--- config.mk ---
export PLATFORM = sky130hd
export DESIGN_NAME = dmem_lsu
export DESIGN_NICKNAME = d
export VERILOG_FILES = /design/src/rtl/dmem_pkg.sv /design/src/rtl/dmem_load_align.sv /design/src/rtl/dmem_lsu.sv
export SDC_FILE = /design/constraint.sdc
export NUM_CORES = 1
export LEC_CHECK = 0
export CORE_MARGIN = 2
export CORE_UTILIZATION = 35
export DETAILED_ROUTE_END_ITERATION = 16
export GPL_ROUTABILITY_DRIVEN = 0
export PLACE_DENSITY = 0.67
export SLEW_MARGIN = 20
export SYNTH_ARGS = -nofsm -noshare
export SYNTH_HDL_FRONTEND = slang
export SYNTH_SLANG_ARGS = --single-unit
--- constraint.sdc ---
create_clock -name clk -period 3.5 [get_ports clk]
set_input_delay 0.35 -clock clk [delete_from_list [all_inputs] [get_ports clk]]
set_output_delay 0.35 -clock clk [all_outputs]
set_load 0.02 [all_outputs]
--- src/rtl/dmem_pkg.sv ---
// Shared definitions for the data-memory load/store unit: funct3 codes, FSM states,
// byte-enable / store-lane helpers and the access legality check.
package dmem_pkg;

  localparam logic [2:0] F3_B  = 3'b000;
  localparam logic [2:0] F3_H  = 3'b001;
  localparam logic [2:0] F3_W  = 3'b010;
  localparam logic [2:0] F3_BU = 3'b100;
  localparam logic [2:0] F3_HU = 3'b101;

  typedef enum logic [1:0] {
    IDLE   = 2'd0,
    REQ    = 2'd1,
    WAIT_R = 2'd2,
    RESP   = 2'd3
  } lsu_state_t;

  function automatic logic [3:0] be_gen(input logic [2:0] funct3, input logic [1:0] addr);
    logic [3:0] be;
    case (funct3)
      F3_B, F3_BU: be = 4'b0001 << addr;
      F3_H, F3_HU: be = addr[1] ? 4'b1100 : 4'b0011;
      default:     be = 4'b1111;
    endcase
    return be;
  endfunction

  function automatic logic [31:0] wdata_rep(input logic [2:0] funct3, input logic [31:0] data);
    logic [31:0] rep;
    case (funct3)
      F3_B:    rep = {4{data[7:0]}};
      F3_H:    rep = {2{data[15:0]}};
      default: rep = data;
    endcase
    return rep;
  endfunction

  // Alignment, funct3 encoding and read/write exclusivity all fold into one verdict.
  function automatic logic access_legal(input logic [2:0] funct3, input logic [1:0] addr,
                                        input logic is_rd, input logic is_wr);
    logic ok;
    case (funct3)
      F3_B, F3_BU: ok = 1'b1;
      F3_H, F3_HU: ok = ~addr[0];
      F3_W:        ok = (addr == 2'b00);
      default:     ok = 1'b0;
    endcase
    if (is_wr && funct3[2]) ok = 1'b0;
    if (is_rd && is_wr)     ok = 1'b0;
    return ok;
  endfunction

endpackage

--- src/rtl/dmem_load_align.sv ---
// Combinational load-data extraction: selects the addressed byte/halfword lane from the
// bus word and sign- or zero-extends it according to funct3.
module dmem_load_align
  import dmem_pkg::*;
(
  input  logic [31:0] rdata_i,
  input  logic [1:0]  addr_lo_i,
  input  logic [2:0]  funct3_i,
  output logic [31:0] data_o
);

  logic [31:0] lane;

  always_comb begin
    // NOTE: every always_comb output gets a default first so no path can infer a latch.
    data_o = '0;
    lane   = rdata_i >> {addr_lo_i, 3'b000};
    case (funct3_i)
      F3_B:    data_o = {{24{lane[7]}}, lane[7:0]};
      F3_H:    data_o = {{16{lane[15]}}, lane[15:0]};
      F3_W:    data_o = lane;
      F3_BU:   data_o = {24'b0, lane[7:0]};
      F3_HU:   data_o = {16'b0, lane[15:0]};
      default: data_o = '0;
    endcase
  end

endmodule

--- src/rtl/dmem_lsu.sv ---
// Load/store unit: turns a decoded core memory op into a word-aligned req/gnt/rvalid
// bus transaction, stalls the core until it completes and returns extended load data.
module dmem_lsu
  import dmem_pkg::*;
#(
  parameter int unsigned TIMEOUT_CYCLES = 255
) (
  input  logic        clk,
  input  logic        rst,
  input  logic        MemRead,
  input  logic        MemWrite,
  input  logic [2:0]  DATAMEMControl,
  input  logic [31:0] Addr,
  input  logic [31:0] WriteData,
  output logic [31:0] ReadData,
  output logic        Stall,
  output logic        Done,
  output logic        MisalignFault,
  output logic        BusError,
  output logic        mem_req,
  output logic        mem_we,
  output logic [31:0] mem_addr,
  output logic [3:0]  mem_be,
  output logic [31:0] mem_wdata,
  input  logic        mem_gnt,
  input  logic        mem_rvalid,
  input  logic [31:0] mem_rdata
);

  localparam int unsigned CW = $clog2(TIMEOUT_CYCLES + 1);
  localparam logic [CW-1:0] CNT_LAST = CW'(TIMEOUT_CYCLES - 1);

  lsu_state_t    state_q, state_d;
  logic [2:0]    f3_q, f3_d;
  logic [31:0]   addr_q, addr_d;
  logic [31:0]   wdata_q, wdata_d;
  logic          we_q, we_d;
  logic          fault_q, fault_d;
  logic          buserr_q, buserr_d;
  logic [31:0]   rdata_q, rdata_d;
  logic [CW-1:0] cnt_q, cnt_d;
  logic [31:0]   load_data;
  logic          legal;
  logic          in_req, in_flight, resp;

  dmem_load_align u_align (
    .rdata_i   (mem_rdata),
    .addr_lo_i (addr_q[1:0]),
    .funct3_i  (f3_q),
    .data_o    (load_data)
  );

  always_comb begin
    state_d  = state_q;
    f3_d     = f3_q;
    addr_d   = addr_q;
    wdata_d  = wdata_q;
    we_d     = we_q;
    fault_d  = fault_q;
    buserr_d = buserr_q;
    rdata_d  = rdata_q;
    cnt_d    = cnt_q;
    legal    = access_legal(DATAMEMControl, Addr[1:0], MemRead, MemWrite);
    unique case (state_q)
      IDLE: begin
        if (MemRead || MemWrite) begin
          f3_d     = DATAMEMControl;
          addr_d   = Addr;
          wdata_d  = WriteData;
          we_d     = MemWrite;
          fault_d  = ~legal;
          buserr_d = 1'b0;
          rdata_d  = '0;
          cnt_d    = '0;
          state_d  = legal ? REQ : RESP;
        end
      end
      REQ: begin
        cnt_d = cnt_q + 1'b1;
        if (mem_gnt && we_q) begin
          state_d = RESP;
        end else if (mem_gnt && mem_rvalid) begin
          rdata_d = load_data;
          state_d = RESP;
        end else if (cnt_q == CNT_LAST) begin
          buserr_d = 1'b1;
          state_d  = RESP;
        end else if (mem_gnt) begin
          state_d = WAIT_R;
        end
      end
      WAIT_R: begin
        cnt_d = cnt_q + 1'b1;
        if (mem_rvalid) begin
          rdata_d = load_data;
          state_d = RESP;
        end else if (cnt_q == CNT_LAST) begin
          buserr_d = 1'b1;
          state_d  = RESP;
        end
      end
      RESP:    state_d = IDLE;
      default: state_d = IDLE;
    endcase
  end

  // NOTE: sequential state uses non-blocking assignments so every register samples pre-edge values.
  always_ff @(posedge clk or posedge rst) begin
    if (rst) begin
      state_q  <= IDLE;
      f3_q     <= '0;
      addr_q   <= '0;
      wdata_q  <= '0;
      we_q     <= 1'b0;
      fault_q  <= 1'b0;
      buserr_q <= 1'b0;
      rdata_q  <= '0;
      cnt_q    <= '0;
    end else begin
      state_q  <= state_d;
      f3_q     <= f3_d;
      addr_q   <= addr_d;
      wdata_q  <= wdata_d;
      we_q     <= we_d;
      fault_q  <= fault_d;
      buserr_q <= buserr_d;
      rdata_q  <= rdata_d;
      cnt_q    <= cnt_d;
    end
  end

  assign in_req    = (state_q == REQ);
  assign in_flight = in_req || (state_q == WAIT_R);
  assign resp      = (state_q == RESP);

  // Bus outputs are qualified by REQ so they idle at zero outside a live request.
  assign mem_req   = in_req;
  assign mem_we    = in_req & we_q;
  assign mem_addr  = in_req ? {addr_q[31:2], 2'b00} : '0;
  assign mem_be    = in_req ? be_gen(f3_q, addr_q[1:0]) : '0;
  assign mem_wdata = (in_req && we_q) ? wdata_rep(f3_q, wdata_q) : '0;

  assign Done          = resp;
  assign MisalignFault = resp & fault_q;
  assign BusError      = resp & buserr_q;
  assign ReadData      = resp ? rdata_q : '0;

  // Reset gates the request term so a core still holding MemRead sees the stall release at once.
  assign Stall = ~rst & (((state_q == IDLE) & (MemRead | MemWrite)) | in_flight);

endmodule

==> results.py <==
metrics = {
    "outcome": {
        "status": "finished, final reports clean",
    },
    "clock_network": {
        "cts_setup_buffers": 0,
        "postCtsHoldBufs": 0,
        "clk_pin_slew_ps": 80,
        "clockBufferDepth": 2,
        "cts_resized": 0,
        "htree_levels": 3,
        "clock-sinks": 112,
        "clk-insertion-delay-late_ps": 360,
        "root_buffer": "clkbuf_16",
        "cts_buffers": 9,
        "cts_tree": "built",
    },
    "setup_path": {
        "path_class": "reg -> out",
        "timing.rr.end": "rdata_q[29]",
        "reg2regPathDepth": 7,
        "startpoint": "state_q[1]",
        "cp.arrival_ps": 2810,
        "worstPathMaxFanout": 25,
        "rrSetupSlack_ps": 920,
        "critPathCaptureType": "primary output",
        "r2r-start": "state_q[1]",
        "cp-start-kind": "flop",
        "cp_data_required_time_ps": 3150,
    },
    "placed_design": {
        "post-place-cells": 1025,
        "placed_cell_area_mm2": 0.008448,
        "hpwl_um": 13060,
        "dp_slack_ps": 774.9,
        "io_buffers": 208,
    },
    "synthesis": {
        "yosysWarnings": 0,
        "ys_seq_area_share_pct": 45.48,
        "synth-edff-count": 0,
        "ys.flop_type": "dfrtp_1",
        "synth_area_leaders": "dfrtp_1 45%, mux2_2 14%, and2_1 7.4%, mux2i_1 3.9%, nand2_1 3.7%",
        "async_flop_share_pct": 100.0,
        "syn_area_mm2": 0.006162,
        "synth.avg_cell_area_um2": 9.891,
        "synth-seq-cells": 112,
        "yosysTopAreaCellShare_pct": 45.48,
        "synth_common_cells": "112 x dfrtp_1, 76 x mux2_2, 73 x and2_1",
        "syn_inst": 623,
        "yosys.area.top_type": "dfrtp_1",
        "yosysMostFrequentCell": "dfrtp_1",
        "synthDistinctLibCells": 45,
    },
    "die": {
        "die_h_um": 136.7,
        "die-area_mm2": 0.01868,
        "io_pins": 211,
        "core-area_mm2": 0.01724,
        "fp-row-count": 48,
        "die-width_um": 136.7,
        "initial_utilization_pct": 35.75,
    },
    "timing": {
        "clock_skew_ps": 7.571,
        "hold_violations": 0,
        "fin_tns_setup_ps": 0,
        "fin_crit_ps": 3156,
        "period_share_pct": 90.16,
        "final-setup-viol-count": 0,
        "whs_ps": 427.1,
        "setup_slack_ps": 344.4,
        "rsz0062_at_grt": "no",
        "relSlewSlack_pct": 41.38,
        "tightestPinTransition_ps": 877.1,
        "fmax_ghz": 0.3169,
        "drv_slew": 0,
    },
    "cells_and_area": {
        "fin_nets": 922,
        "final_cells": 1041,
        "syn2layout_area_growth_pct": 41.83,
        "antenna_cells": 0,
        "final_area_mm2": 0.008740,
        "drive_above_1_share_pct": 14.22,
    },
    "global_routing": {
        "grtUsageTotal_pct": 19.09,
        "grt_pass1_wl_um": 27490,
        "grt_overflow": 0,
        "antenna_found_initial": 0,
        "grt_pass1_vias": 5102,
        "grt_max_degree": 50,
    },
    "pwr": {
        "power.density_mw_per_mm2": 887.0,
        "p_leak_nw": 3.621,
        "vdd_ir_drop_max_mv": 0.4199,
    },
    "detailed_routing": {
        "wl_um": 17800,
        "dr.pass1.iters": 5,
        "wl_per_cell_um": 17.10,
        "vias": 5232,
        "drcViolationCount": 0,
        "first_iter_violations": 333,
        "ant_nets": 0,
        "drt-vias-per-instance": 5.026,
    },
    "run": {
        "drv_cap": 0,
    },
    "min_path": {
        "min_path_type": "in -> async",
    },
}
==> placed cells by master, fill, tap and decap left out, types with 6 or more instances in the layout <==
cell type        count
clkdlybuf4s50_1    208
and3_1               8
mux2i_1             24
o22ai_1              8
a21oi_1             35
nor2_1              54
clkbuf_16            9
nand2_1             60
dfrtp_1            112
o21ai_0             22
buf_4               14
inv_1               18
and2_1              73
a211oi_1            17
a311oi_1            15
ha_1                 6
mux2_2              76
==> through the flow <==
step / util, % / total power, mW
after detailed placement: 49.01 / 6.740
after global routing: 50.70 / 8.323
final: 50.70 / 7.752
after floorplan: - / 5.199
after global placement: 49.01 / 6.693
after CTS: 50.70 / 7.811
==> flip-flops by register name, summed over array words and instances (netlist names) <==
signal / flops
addr_q: 32
rdata_q: 32
wdata_q: 32
cnt_q: 8
f3_q: 3
state_q: 2
buserr_q: 1
fault_q: 1
we_q: 1
==> power breakdown <==
group	leakage (nW)	total (mW)	switching, mW	internal [mW]
sequential	1.38	2.39	0.490	1.90
clock	0.145	1.04	0.535	0.506
combinational	2.10	4.32	2.30	2.02
==> how the worst max path moves through the flow <==
stage | endpoint | slack [ps] | cells past startpoint
2_1_floorplan | addr_q[0] | 190 | 1
3_3_place_gp | mem_wdata[15] | 800 | 4
3_5_place_dp | mem_wdata[31] | 770 | 5
4_1_cts | mem_wdata[30] | 370 | 5
5_1_grt | mem_wdata[27] | 110 | 5
6_report | mem_wdata[30] | 340 | 5
==> per-layer routing <==
metal / global-route usage, % / part of all wire [%]
met1: 26.00 / 44
met2: 29.31 / 46
met3: 5.741 / 8.8
met4: 5.613 / 1.3
met5: 0 / 0
==> cell families after synthesis <==
family	after synthesis	share of synthesized area [%]
DFF	112	45.48
muxes	101	18.15
adders and majority gates	6	1.218
AOI/OAI and AO/OA	115	12.26
buffers and inverters	65	4.406
other	1	0.06086
and+or+nand+nor	223	18.42
==> worst max-delay path, stage by stage, from the launching register on <==
cell and delay, ps:
dfrtp_1 430, inv_1 90, ha_1 300, nand2_1 560
a211oi_1 410, clkdlybuf4s50_1 660
==> area by class of cell <==
cell class	instances	area (µm²)
Clock buffer	9	225.2
Fill cell	1597	8497
Sequential cell	112	2803
Multi-Input combinational cell	447	3103
Tap cell	225	281.5
Timing Repair Buffer	222	2187
Inverter	19	73.82
Clock inverter	7	66.31
(Power assumes the default switching activity.)
